`config.mk`:
```
export PLATFORM = sky130hd
export DESIGN_NAME = reset_release_sequencer
export DESIGN_NICKNAME = d
export VERILOG_FILES = /design/src/rtl/rst_seq_pkg.sv /design/src/rtl/seq_dly_counter.sv /design/src/rtl/reset_release_sequencer.sv
export SDC_FILE = /design/constraint.sdc
export NUM_CORES = 1
export LEC_CHECK = 0
export ABC_CLOCK_PERIOD_IN_PS = 2900
export BUFFER_PORTS_ARGS = -buffer_cell sky130_fd_sc_hd__buf_4
export CAP_MARGIN = 40
export CORE_MARGIN = 5
export CORE_UTILIZATION = 57
export CTS_CLUSTER_DIAMETER = 40
export DETAILED_ROUTE_END_ITERATION = 6
export GPL_ROUTABILITY_DRIVEN = 0
export PLACE_DENSITY = 0.89
export SYNTH_ARGS = -nofsm -noshare
export SYNTH_HDL_FRONTEND = slang
export SYNTH_SLANG_ARGS = --single-unit
```
`constraint.sdc`:
```
create_clock -name clk -period 2.9 [get_ports clk]
set_input_delay 0.145 -clock clk [delete_from_list [all_inputs] [get_ports clk]]
set_output_delay 0.145 -clock clk [all_outputs]
set_load 0.02 [all_outputs]
```
`src/rtl/rst_seq_pkg.sv`:
```
// Shared types and elaboration helpers for the reset release sequencer.
// Holds only FSM encoding and width/target arithmetic; no logic.
package rst_seq_pkg;

  typedef enum logic [2:0] {
    INIT_WAIT = 3'd0,
    WAIT_ACK  = 3'd1,
    GAP       = 3'd2,
    DONE      = 3'd3,
    ERR       = 3'd4
  } seq_state_t;

  // One extra bit so a single-stage build still has a non-zero-width index.
  function automatic int stage_idx_w(input int num_stages);
    return $clog2(num_stages) + 1;
  endfunction

  // The counter starts at 0 on the first counted cycle, so a delay of N
  // cycles expires when it reads N-1; zero and one both mean "next edge".
  function automatic int dly_target(input int dly);
    return (dly == 0) ? 0 : dly - 1;
  endfunction

endpackage

```
`src/rtl/seq_dly_counter.sv`:
```
// Shared delay/timeout counter: synchronous clear, count enable, saturates at all-ones.
// One cycle from clr/en to updated cnt; no flow control.
module seq_dly_counter #(
  parameter int CNT_W = 8
) (
  input  logic             clk,
  input  logic             rst,
  input  logic             clr,
  input  logic             en,
  output logic [CNT_W-1:0] cnt
);

  always_ff @(posedge clk or negedge rst) begin
    if (!rst) begin
      cnt <= '0;
    end else if (clr) begin
      cnt <= '0;
    end else if (en && (cnt != '1)) begin
      cnt <= cnt + CNT_W'(1);
    end
  end

endmodule

```
`src/rtl/reset_release_sequencer.sv`:
```
// Releases NUM_STAGES downstream resets in order, waiting for each ack plus a gap.
// All outputs are registered; sw_rst_req restarts the sequence on the next edge.
module reset_release_sequencer
  import rst_seq_pkg::*;
#(
  parameter int NUM_STAGES  = 4,
  parameter int CNT_W       = 8,
  parameter int INIT_DLY    = 5,
  parameter int STAGE_DLY   = 2,
  parameter int ACK_TIMEOUT = 16
) (
  input  logic                                clk,
  input  logic                                rst,
  input  logic                                sw_rst_req,
  input  logic [NUM_STAGES-1:0]               stage_ack,
  output logic [NUM_STAGES-1:0]               stage_rel,
  output logic [stage_idx_w(NUM_STAGES)-1:0]  cur_stage,
  output logic                                seq_done,
  output logic                                timeout_err
);

  localparam int SW = stage_idx_w(NUM_STAGES);
  localparam longint CNT_MAX = (longint'(1) << CNT_W) - 1;

  localparam logic [SW-1:0]    LAST_STAGE = SW'(NUM_STAGES - 1);
  localparam logic [CNT_W-1:0] INIT_TGT   = CNT_W'(dly_target(INIT_DLY));
  localparam logic [CNT_W-1:0] GAP_TGT    = CNT_W'(dly_target(STAGE_DLY));
  localparam logic [CNT_W-1:0] ACK_TGT    = CNT_W'(dly_target(ACK_TIMEOUT));

  if (NUM_STAGES < 1) begin : g_bad_stages
    $error("reset_release_sequencer: NUM_STAGES must be at least 1");
  end

  if ((INIT_DLY > CNT_MAX) || (STAGE_DLY > CNT_MAX) || (ACK_TIMEOUT > CNT_MAX)) begin : g_bad_dly
    $error("reset_release_sequencer: delay parameter does not fit in CNT_W bits");
  end

  seq_state_t            state_q;
  seq_state_t            state_n;
  logic [NUM_STAGES-1:0] rel_n;
  logic [SW-1:0]         cur_n;
  logic                  done_n;
  logic                  err_n;

  logic                  cnt_clr;
  logic                  cnt_en;
  logic [CNT_W-1:0]      cnt;
  logic [CNT_W-1:0]      cnt_tgt;
  logic                  expired;

  logic                  ack_cur;
  logic [NUM_STAGES-1:0] next_mask;

  seq_dly_counter #(
    .CNT_W (CNT_W)
  ) u_dly_cnt (
    .clk (clk),
    .rst (rst),
    .clr (cnt_clr),
    .en  (cnt_en),
    .cnt (cnt)
  );

  // One counter serves all three waits; the target follows the state.
  always_comb begin
    cnt_tgt = '0;
    case (state_q)
      INIT_WAIT: cnt_tgt = INIT_TGT;
      WAIT_ACK:  cnt_tgt = ACK_TGT;
      GAP:       cnt_tgt = GAP_TGT;
      default:   cnt_tgt = '0;
    endcase
  end

  assign expired = (cnt == cnt_tgt);

  // Loop-based selects avoid an index wider than the stage vector.
  always_comb begin
    ack_cur   = 1'b0;
    next_mask = '0;
    for (int i = 0; i < NUM_STAGES; i++) begin
      if (cur_stage == SW'(i)) begin
        ack_cur = stage_ack[i];
      end
      if ((cur_stage + SW'(1)) == SW'(i)) begin
        next_mask[i] = 1'b1;
      end
    end
  end

  always_comb begin
    state_n = state_q;
    rel_n   = stage_rel;
    cur_n   = cur_stage;
    done_n  = seq_done;
    err_n   = timeout_err;
    cnt_clr = 1'b0;
    cnt_en  = 1'b0;

    if (sw_rst_req) begin
      state_n = INIT_WAIT;
      rel_n   = '0;
      cur_n   = '0;
      done_n  = 1'b0;
      err_n   = 1'b0;
      cnt_clr = 1'b1;
    end else begin
      case (state_q)
        INIT_WAIT: begin
          if (expired) begin
            state_n  = WAIT_ACK;
            rel_n[0] = 1'b1;
            cur_n    = '0;
            cnt_clr  = 1'b1;
          end else begin
            cnt_en = 1'b1;
          end
        end

        WAIT_ACK: begin
          if (ack_cur) begin
            cnt_clr = 1'b1;
            if (cur_stage == LAST_STAGE) begin
              state_n = DONE;
              done_n  = 1'b1;
            end else begin
              state_n = GAP;
            end
          end else if (expired) begin
            state_n = ERR;
            err_n   = 1'b1;
            cnt_clr = 1'b1;
          end else begin
            cnt_en = 1'b1;
          end
        end

        GAP: begin
          if (expired) begin
            state_n = WAIT_ACK;
            rel_n   = stage_rel | next_mask;
            cur_n   = cur_stage + SW'(1);
            cnt_clr = 1'b1;
          end else begin
            cnt_en = 1'b1;
          end
        end

        // Releases stay frozen so the failing stage can be inspected.
        ERR: begin
          done_n = 1'b0;
        end

        DONE: begin
          state_n = DONE;
        end

        default: begin
          state_n = INIT_WAIT;
          rel_n   = '0;
          cur_n   = '0;
          done_n  = 1'b0;
          cnt_clr = 1'b1;
        end
      endcase
    end
  end

  always_ff @(posedge clk or negedge rst) begin
    if (!rst) begin
      state_q     <= INIT_WAIT;
      stage_rel   <= '0;
      cur_stage   <= '0;
      seq_done    <= 1'b0;
      timeout_err <= 1'b0;
    end else begin
      state_q     <= state_n;
      stage_rel   <= rel_n;
      cur_stage   <= cur_n;
      seq_done    <= done_n;
      timeout_err <= err_n;
    end
  end

endmodule
```
Word-level counts from Yosys, hierarchy flattened:

Index checks and enable logic that the tools add are counted.

* register bits after elaboration: 20
* logic and storage cells: 91
* bits of input ports: 7
* output and inout port bits: 9

* $add $sub $neg: 2
* bitwise operators: 1
* reduce and logical (&&, ||, !) cells: 17
* equal/unequal tests: 23
* mux-type cells: 41

Operator list (number)
* two-way mux 1 bit: 22
* two-way mux 3 bit: 7
* equality test 3 x 2 -> 1 bit, second input constant: 6
* two-way mux 8 bit: 2
* != test 3 bit, second input constant: 4
* one-hot mux 3 bit (4 select lines): 1
* one-hot mux 4 bit (3 select lines): 1
* AND reduction 3 bit: 4
* equality test 3 x 1 -> 1 bit, second input constant: 3
* zero test 3 bit: 3
* one-hot mux 3 bit (3 select lines): 1
* adder 8 x 1 -> 8 bit, second input constant: 1
* equality test 8 bit: 1
* two-way mux 4 bit: 2
* != test 8 bit, second input constant: 1
* != test 2 x 1 -> 1 bit, second input constant: 3
* one-hot mux 1 bit (3 select lines): 2
* one-hot mux 3 bit (2 select lines): 1
* nonzero test 2 bit: 3
* OR reduction 3 bit: 2
* != test 2 bit, second input constant: 2
* != test 4 bit, second input constant: 1
* OR 4 bit: 1
* one-hot mux 1 bit (2 select lines): 2
* other kinds (7): 8

Logic depth before layout (Yosys ltp):

Gate-level depths: netlist of the first run.

* depth after elaboration: 11
* depth in mapped cells: 8
* depth with buffers taken out: 7

Hierarchy:

A second synthesis of the first run with hierarchy kept.

* cell total of the unflattened synthesis: 157
* area total of the unflattened synthesis: 1366.3 µm²

Modules (own cells, without submodules)
* reset_release_sequencer: cells an instance 108, area each 902.1 µm², seq. area each 300.3 µm², instances 1
* seq_dly_counter: cells an instance 49, area each 464.2 µm², seq. area each 200.2 µm², instances 1

Worst setup path after synthesis of the first run:

OpenSTA, ideal clock, no wires.

* path kind: reg-to-reg
* start: register u_dly_cnt.cnt[5]
* end: register state_q[0]
* path buffers: 1
* stages on the path, launching flop included: 7
* setup time: 0.082 ns
* required time: 2.818 ns
* clock period less this slack: 2.422 ns
* setup slack: 0.478 ns
* data arrival time: 2.340 ns
* path through: dfrtp_1 > or4_1 > or3b_1 > or4_4 > buf_6 > a211o_1 > a31oi_1

* word-level cells in the longest chain between the ends: 3
* elaborated cells between the ends (all ways): 4
* classes of those cells: 3 x eq/ne; 1 x reduce/logical

Ends and longest elaborated chain
* from (decl): line seq_dly_counter.sv:10 `output logic [CNT_W-1:0] cnt`
* from (signal assigned): line seq_dly_counter.sv:19 `cnt <= cnt + CNT_W'(1);`
* equality test 8 bit *: line reset_release_sequencer.sv:75 `assign expired = (cnt == cnt_tgt);`
* != test 4 bit (no source line) / != test 3 x 1 -> 1 bit (equally long branches)
* AND reduction 3 bit (no source line) *
* to (signal assigned): line reset_release_sequencer.sv:177 `state_q <= state_n;`
* to (decl): line reset_release_sequencer.sv:38 `seq_state_t state_q;`

Every way passes the cells marked *; elsewhere a longest branch is shown, timed or not.
A chain may end at the register's enable or synchronous reset.

Worst setup path in the final report of the first run:

* start: register cur_stage[0]
* end: register u_dly_cnt.cnt[1]

* word-level cells in the longest chain between the ends: 10
* elaborated cells between the ends (all ways): 17
* classes of those cells: 3 x eq/ne; 11 x mux; 3 x reduce/logical

Ends and longest elaborated chain
* from (decl): line reset_release_sequencer.sv:17 `output logic [stage_idx_w(NUM_STAGES)-1:0] cur_stage,`
* from (signal assigned): line reset_release_sequencer.sv:179 `cur_stage <= cur_n;`
* zero test 3 bit: line reset_release_sequencer.sv:82 `if (cur_stage == SW'(i)) begin`
* two-way mux 1 bit (3 in a row): line reset_release_sequencer.sv:82
* two-way mux 1 bit *: line reset_release_sequencer.sv:82
* two-way mux 1 bit: line reset_release_sequencer.sv:121 `if (ack_cur) begin`
* one-hot mux 1 bit (2 select lines): line reset_release_sequencer.sv:108 `case (state_q)`
* two-way mux 1 bit: line reset_release_sequencer.sv:100 `if (sw_rst_req) begin`
* logical AND 1 bit: line seq_dly_counter.sv:18 `end else if (en && (cnt != '1)) begin`
* nonzero test 2 bit (no source line)

Marked as above.

==> flow_summary_export.csv, run 1 <==
group,metric,value,unit
sta,max_freq,376,MHz
critical_path,critPathCaptureType,"flip-flop",
global_routing,antenna_found_initial,0,
drt,wl_met2,1530,µm
yosys,syn_nets,157,
yosys,syn_avg_cell_area,9.33,µm²
cells_and_area,diodes,0,
sta,setup_viol,0,
die,rows,17,
cells_and_area,layout_common_cells,"20 x dfrtp_1, 19 x buf_4, 12 x a21oi_1",
cells_and_area,final_cells,185,
clock_tree,cts_inserted_buffers,3,
clock_tree,post_cts_resized,0,
die,boundaryPins,16,
die,die_w,58.2,µm
yosys,yosysWarningCount,0,
cells_and_area,nNetsFinal,173,
power_and_ir_drop,total_leakage_power,0.657,nW
drt,antenna_left,0,
drt,drt-total-wl,3000,µm
drt,route.detailed.drc,0,
clock_tree,insertion_delay,0.30,ns
yosys,async_flop_share,100,%
place,dp_cells,180,
drt,dr_wl_met3,155,µm
yosys,synth_area,1330,µm²
critical_path,critical_path_class,"reg2reg",
power_and_ir_drop,power.density,330,nW/µm²
sta,rsz0062_at_grt,"no",
sta,worstMarginPinSlew,0.596,ns
drt,vias_per_cell,6.48,
global_routing,grt_pass1_vias,1183,
sta,fin_crit,2.66,ns
critical_path,cp.arrival,2.88,ns
clock_tree,clkTransAtPathRegs,0.11,ns
global_routing,grt_pass1_wl,5510,µm
yosys,ys_ff_latch,20,
run_status,status,"completed",
critical_path,required,3.12,ns
drt,drt-initial-drc-count,61,
die,core,2210,µm²
sta,drv_slew,0,
cells_and_area,final_common_cell,"dfrtp_1",
global_routing,grt_max_degree,21,
power_and_ir_drop,ir_worst_vdd,269,µV
clock_tree,cts_htree_levels,1,
drt,dr.pass1.iters,4,
cells_and_area,area_growth,13.8,%
sta,tns,0,ns
sta,hold_violations,0,
hold_path,hp-class,"in2reg",
die,start_util,59.9,%
yosys,ys.flop_type,"dfrtp_1",
cells_and_area,final_layout_size_suffix_gt1_share,17.8,%
clock_tree,cts_tree,"done",
drt,routedWlPerCell,16.2,µm
critical_path,cp-start-kind,"flip-flop",
sta,slew-limit-headroom,59.8,%
global_routing,overflow,0,
yosys,synth_edf_count,0,
critical_path,cp_max_fo,16,
yosys,synth_seq_area_share,37.8,%
place,hpwl,2170,µm
drt,vias,1198,
yosys,synth.distinct_cells,42,
clock_tree,clock_tree.buffer_depth,2,
yosys,syn_inst,142,
place,port_buffers,15,
sta,fin_crit_sh,91.6,%
cells_and_area,fin_util,68.2,%
global_routing,grt_util_all_layers,20.6,%
die,die-area,3390,µm²
drt,drt-met1-wl,1310,µm
clock_tree,cts.sinks,20,
sta,fin_skew,0.00250,ns
drt,topRoutingLayerUsed,"met4",
run,cap_viol_max_count,0,
clock_tree,root_buffer,"clkbuf_4",
die,die_h,58.2,µm
==> path summary, 6_finish.rpt <==
path | start | cells after the start | endpoint | slack (ns)
hold / removal | sw_rst_req | 2 | state_q[2] | 0.08
setup reg to reg | cur_stage[0] | 8 | u_dly_cnt.cnt[1] | 0.24
min in group asynchronous | rst | 2 | stage_rel[3] | 0.25
max in group asynchronous | rst | 2 | state_q[2] | 2.45
setup / recovery | cur_stage[0] | 8 | u_dly_cnt.cnt[1] | 0.24
hold reg to reg | stage_rel[0] | 2 | stage_rel[0] | 0.51
==> synthesized netlist by cell type, types with 2 or more instances <==
| cell | instances | area, µm² |
|---|---|---|
| dfrtp_1 | 20 | 500 |
| a21oi_1 | 12 | 60.1 |
| o31ai_1 | 9 | 67.6 |
| clkbuf_1 | 8 | 30.0 |
| ha_1 | 8 | 100 |
| nor2_1 | 8 | 30.0 |
| or4_1 | 8 | 60.1 |
| inv_1 | 7 | 26.3 |
| nand3_1 | 6 | 30.0 |
| and3_1 | 4 | 25.0 |
| nand2b_1 | 4 | 25.0 |
| o21ai_0 | 4 | 20.0 |
| a32o_1 | 3 | 30.0 |
| nand2_1 | 3 | 11.3 |
| nor3_1 | 3 | 15.0 |
| o21a_1 | 3 | 22.5 |
| xnor2_1 | 3 | 26.3 |
| a211oi_1 | 2 | 15.0 |
| a22o_1 | 2 | 17.5 |
| and2_1 | 2 | 12.5 |
| nand4_1 | 2 | 12.5 |
==> what timing repair did <==
action                    4_1_cts  5_1_grt
hold buffers                    1        0
setup buffers                   0        0
hold endpoints to repair       20        0
==> registers in the layout, indices dropped and copies added (netlist names) <==
name / count
timeout_err: 1
cur_stage: 3
state_q: 3
stage_rel: 4
seq_done: 1
u_dly_cnt.cnt: 8
==> power breakdown <==
group	switching (mW)	internal [mW]
clock network	0.0862	0.0765
registers	0.00600	0.282
logic	0.0266	0.0214
==> kinds of logic (layout without fill, tap and decap cells) <==
group           count (synthesis)  count (layout)  synth area share (%)
compound gates                 44              44                  23.6
xor+xnor                        3               3                  1.98
fa+ha+maj                       8               8                  7.55
buf+inv                        17              32                  5.48
flops                          20              20                  37.8
mux                             1               1                 0.755
simple gates                   49              49                  22.9
==> cell type report <==
class,count,area (µm²)
timing repair buffer,21,158
clock buffer,4,36.3
multi-input combinational,105,752
tap,28,35.0
sequential,20,500
fill,171,704
inverter,7,26.3
==> worst max-delay path, cell delays in order (launching register included) <==
cell	delay (ns)
dfrtp_1	0.55
inv_1	0.13
ha_1	0.25
a21oi_1	0.12
a2111oi_0	0.10
buf_4	0.15
o31a_1	0.41
or4b_2	0.68
a21oi_1	0.18
==> per-layer routing <==
layer  up-vias  GRT usage, %
li1        569             -
met1       577          28.0
met2        50          34.2
met3         2          3.12
met4         0          5.30
met5         -             0
==> metrics by stage <==
step	total power, mW	cell area (µm²)	worst slack, ns	hold WS [ns]
final	0.498	1510	0.242	0.0807
after floorplan	0.318	1330	0.478	-0.151
after global placement	0.336	1460	0.401	0.0323
after CTS	0.498	1510	0.281	0.0732
after global routing	0.522	1510	0.0286	0.0786
after detailed placement	0.339	1460	0.331	0.0401
Note: power is estimated with default switching activity, not from simulation.
==> run 2, diff against run 1 <==
SETUP_SLACK_MARGIN = 0.5   (was not set)
==> run 2 against run 1 <==
  * Count of clock-buffer cells in the layout unchanged
  * Clock skew is 0.0011 ns lower
  * Die area stayed put
  * Critical path type unchanged
  * Largest cell class unchanged
  * Largest power group unchanged
  * Highest routed layer unchanged
==> flow_summary_export.csv, run 2 (synthesized netlist as in run 1, its figures left out) <==
group,metric,value,unit
drt,vias,1368,
drt,wl_met2,1920,µm
sta,fin_skew,0.00136,ns
global_routing,antenna_found_initial,0,
sta,tns,0,ns
power_and_ir_drop,power,0.513,mW
die,start_util,59.9,%
global_routing,grt_pass1_vias,1222,
cells_and_area,final_layout_size_suffix_gt1_share,33.3,%
critical_path,critPathCaptureType,"flip-flop",
critical_path,path_buf_inv,3,
die,die_w,58.2,µm
cells_and_area,largest_register_ffs,8,
sta,worstMarginPinSlew,0.466,ns
cells_and_area,reg.largest.list,"u_dly_cnt.cnt (8), stage_rel (4)",
clock_tree,cts_inserted_buffers,3,
drt,drt-total-wl,3850,µm
place,port_buffers,15,
hold_path,hp-class,"in2reg",
die,core,2210,µm²
cells_and_area,largest-register,"u_dly_cnt.cnt",
cells_and_area,final_cells,196,
place,dp_cells,179,
clock_tree,cts_htree_levels,1,
die,die_h,58.2,µm
cells_and_area,diodes,0,
drt,drt-met1-wl,1530,µm
drt,dr.pass1.iters,4,
cells_and_area,area_growth,25.9,%
clock_tree,cts.sinks,20,
critical_path,critical_path_class,"reg2reg",
critical_path,cp_max_fo,8,
sta,whs,0.0755,ns
drt,vias_per_cell,6.98,
die,die-area,3390,µm²
clock_tree,insertion_delay,0.31,ns
power_and_ir_drop,total_leakage_power,0.726,nW
sta,fin_crit,2.49,ns
run,cap_viol_max_count,0,
power_and_ir_drop,ir_worst_vdd,354,µV
sta,rsz0062_at_grt,"yes",
sta,fin_crit_sh,85.7,%
drt,dr_wl_met3,261,µm
cells_and_area,final_common_cell,"buf_4",
sta,setup_viol,0,
drt,drt-initial-drc-count,50,
sta,drv_slew,0,
cells_and_area,layout_common_cells,"28 x buf_4, 16 x dfrtp_1, 9 x o31ai_1",
global_routing,overflow,0,
critical_path,crit_chain,"buf_4 -> ha_1 -> ha_1 -> a2111oi_1 -> buf_4 -> o21ai_0 -> a22oi_2 -> buf_6 -> a21oi_1",
sta,hold_violations,0,
clock_tree,clock_tree.buffer_depth,2,
run_status,status,"completed",
global_routing,grt_util_all_layers,21.4,%
power_and_ir_drop,power.density,308,nW/µm²
die,rows,17,
critical_path,cp-start-kind,"flip-flop",
sta,max_freq,402,MHz
sta,slew-limit-headroom,68.6,%
critical_path,cp.arrival,2.68,ns
place,hpwl,2130,µm
cells_and_area,fillers,137,
drt,topRoutingLayerUsed,"met4",
critical_path,slowest_delay,0.49,ns
cells_and_area,nNetsFinal,184,
clock_tree,clkTransAtPathRegs,0.11,ns
global_routing,grt_pass1_wl,5660,µm
drt,route.detailed.drc,0,
global_routing,grt_max_degree,21,
drt,routedWlPerCell,19.6,µm
clock_tree,cts_tree,"done",
drt,antenna_left,0,
clock_tree,root_buffer,"clkbuf_4",
die,boundaryPins,16,
critical_path,cp_top_family,"compound AO/OA/AOI/OAI gates",
critical_path,required,3.10,ns
critical_path,crit_slowest_cell,"dfrtp_2",
[run 2: cell types whose count changed in the layout (fill, tap and decap cells not counted), sizes merged]
cell,change
buf,+10
o31a,+1
[run 2: area by class of cell]
cell class              instances  area (µm²)  area share, %
clock buffers                   4        36.3           2.18
inverters                       7        26.3           1.58
flip-flops and latches         20         505           30.3
repair buffers                 31         236           14.2
well taps                      28        35.0           2.10
multi-input cells             106         828           49.7
[run 2: per-stage QoR]
| step | cell area [µm²] | utilization, % | setup WS (ns) |
|---|---|---|---|
| 6_report | 1670 | 75.4 | 0.415 |
| 5_1_grt | 1670 | 75.4 | 0.351 |
| 4_1_cts | 1540 | 69.4 | 0.438 |
| 3_5_place_dp | 1460 | 65.8 | 0.340 |
| 3_3_place_gp | 1460 | 65.8 | 0.445 |
| 2_1_floorplan | 1330 | - | 0.502 |
[run 2: final timing paths]
| kind | from | cells after the start | slack [ns] | to |
|---|---|---|---|---|
| setup / recovery | cur_stage[0] | 9 | 0.41 | u_dly_cnt.cnt[6] |
| hold / removal | sw_rst_req | 2 | 0.08 | state_q[2] |
| setup reg to reg | cur_stage[0] | 9 | 0.41 | u_dly_cnt.cnt[6] |
| hold reg to reg | stage_rel[1] | 1 | 0.52 | stage_rel[1] |
| max in group asynchronous | rst | 2 | 2.44 | state_q[0] |
| min in group asynchronous | rst | 2 | 0.23 | stage_rel[3] |
[run 2: repair_timing]
action                                 in CTS  in global routing
resized for setup                           3                 18
pin swaps                                   2                  3
hold buffers                                1                  0
cloned                                      0                  1
endpoints found under the hold margin      20                  0
setup endpoints to repair                  15                 16
buffers inserted                            3                  7
[run 2: metal layers]
metal | GRT usage (%) | vias to the layer above
met2 | 33.1 | 73
met3 | 4.68 | 19
met4 | 9.93 | 0
met5 | 0 | -
li1 | - | 599
met1 | 28.4 | 677
[run 2: power by group]
part           switching [mW]  leakage [nW]  internal, mW
logic                  0.0322         0.434        0.0257
clock network          0.0911        0.0210        0.0769
registers             0.00591         0.271         0.282
total                   0.129         0.726         0.384
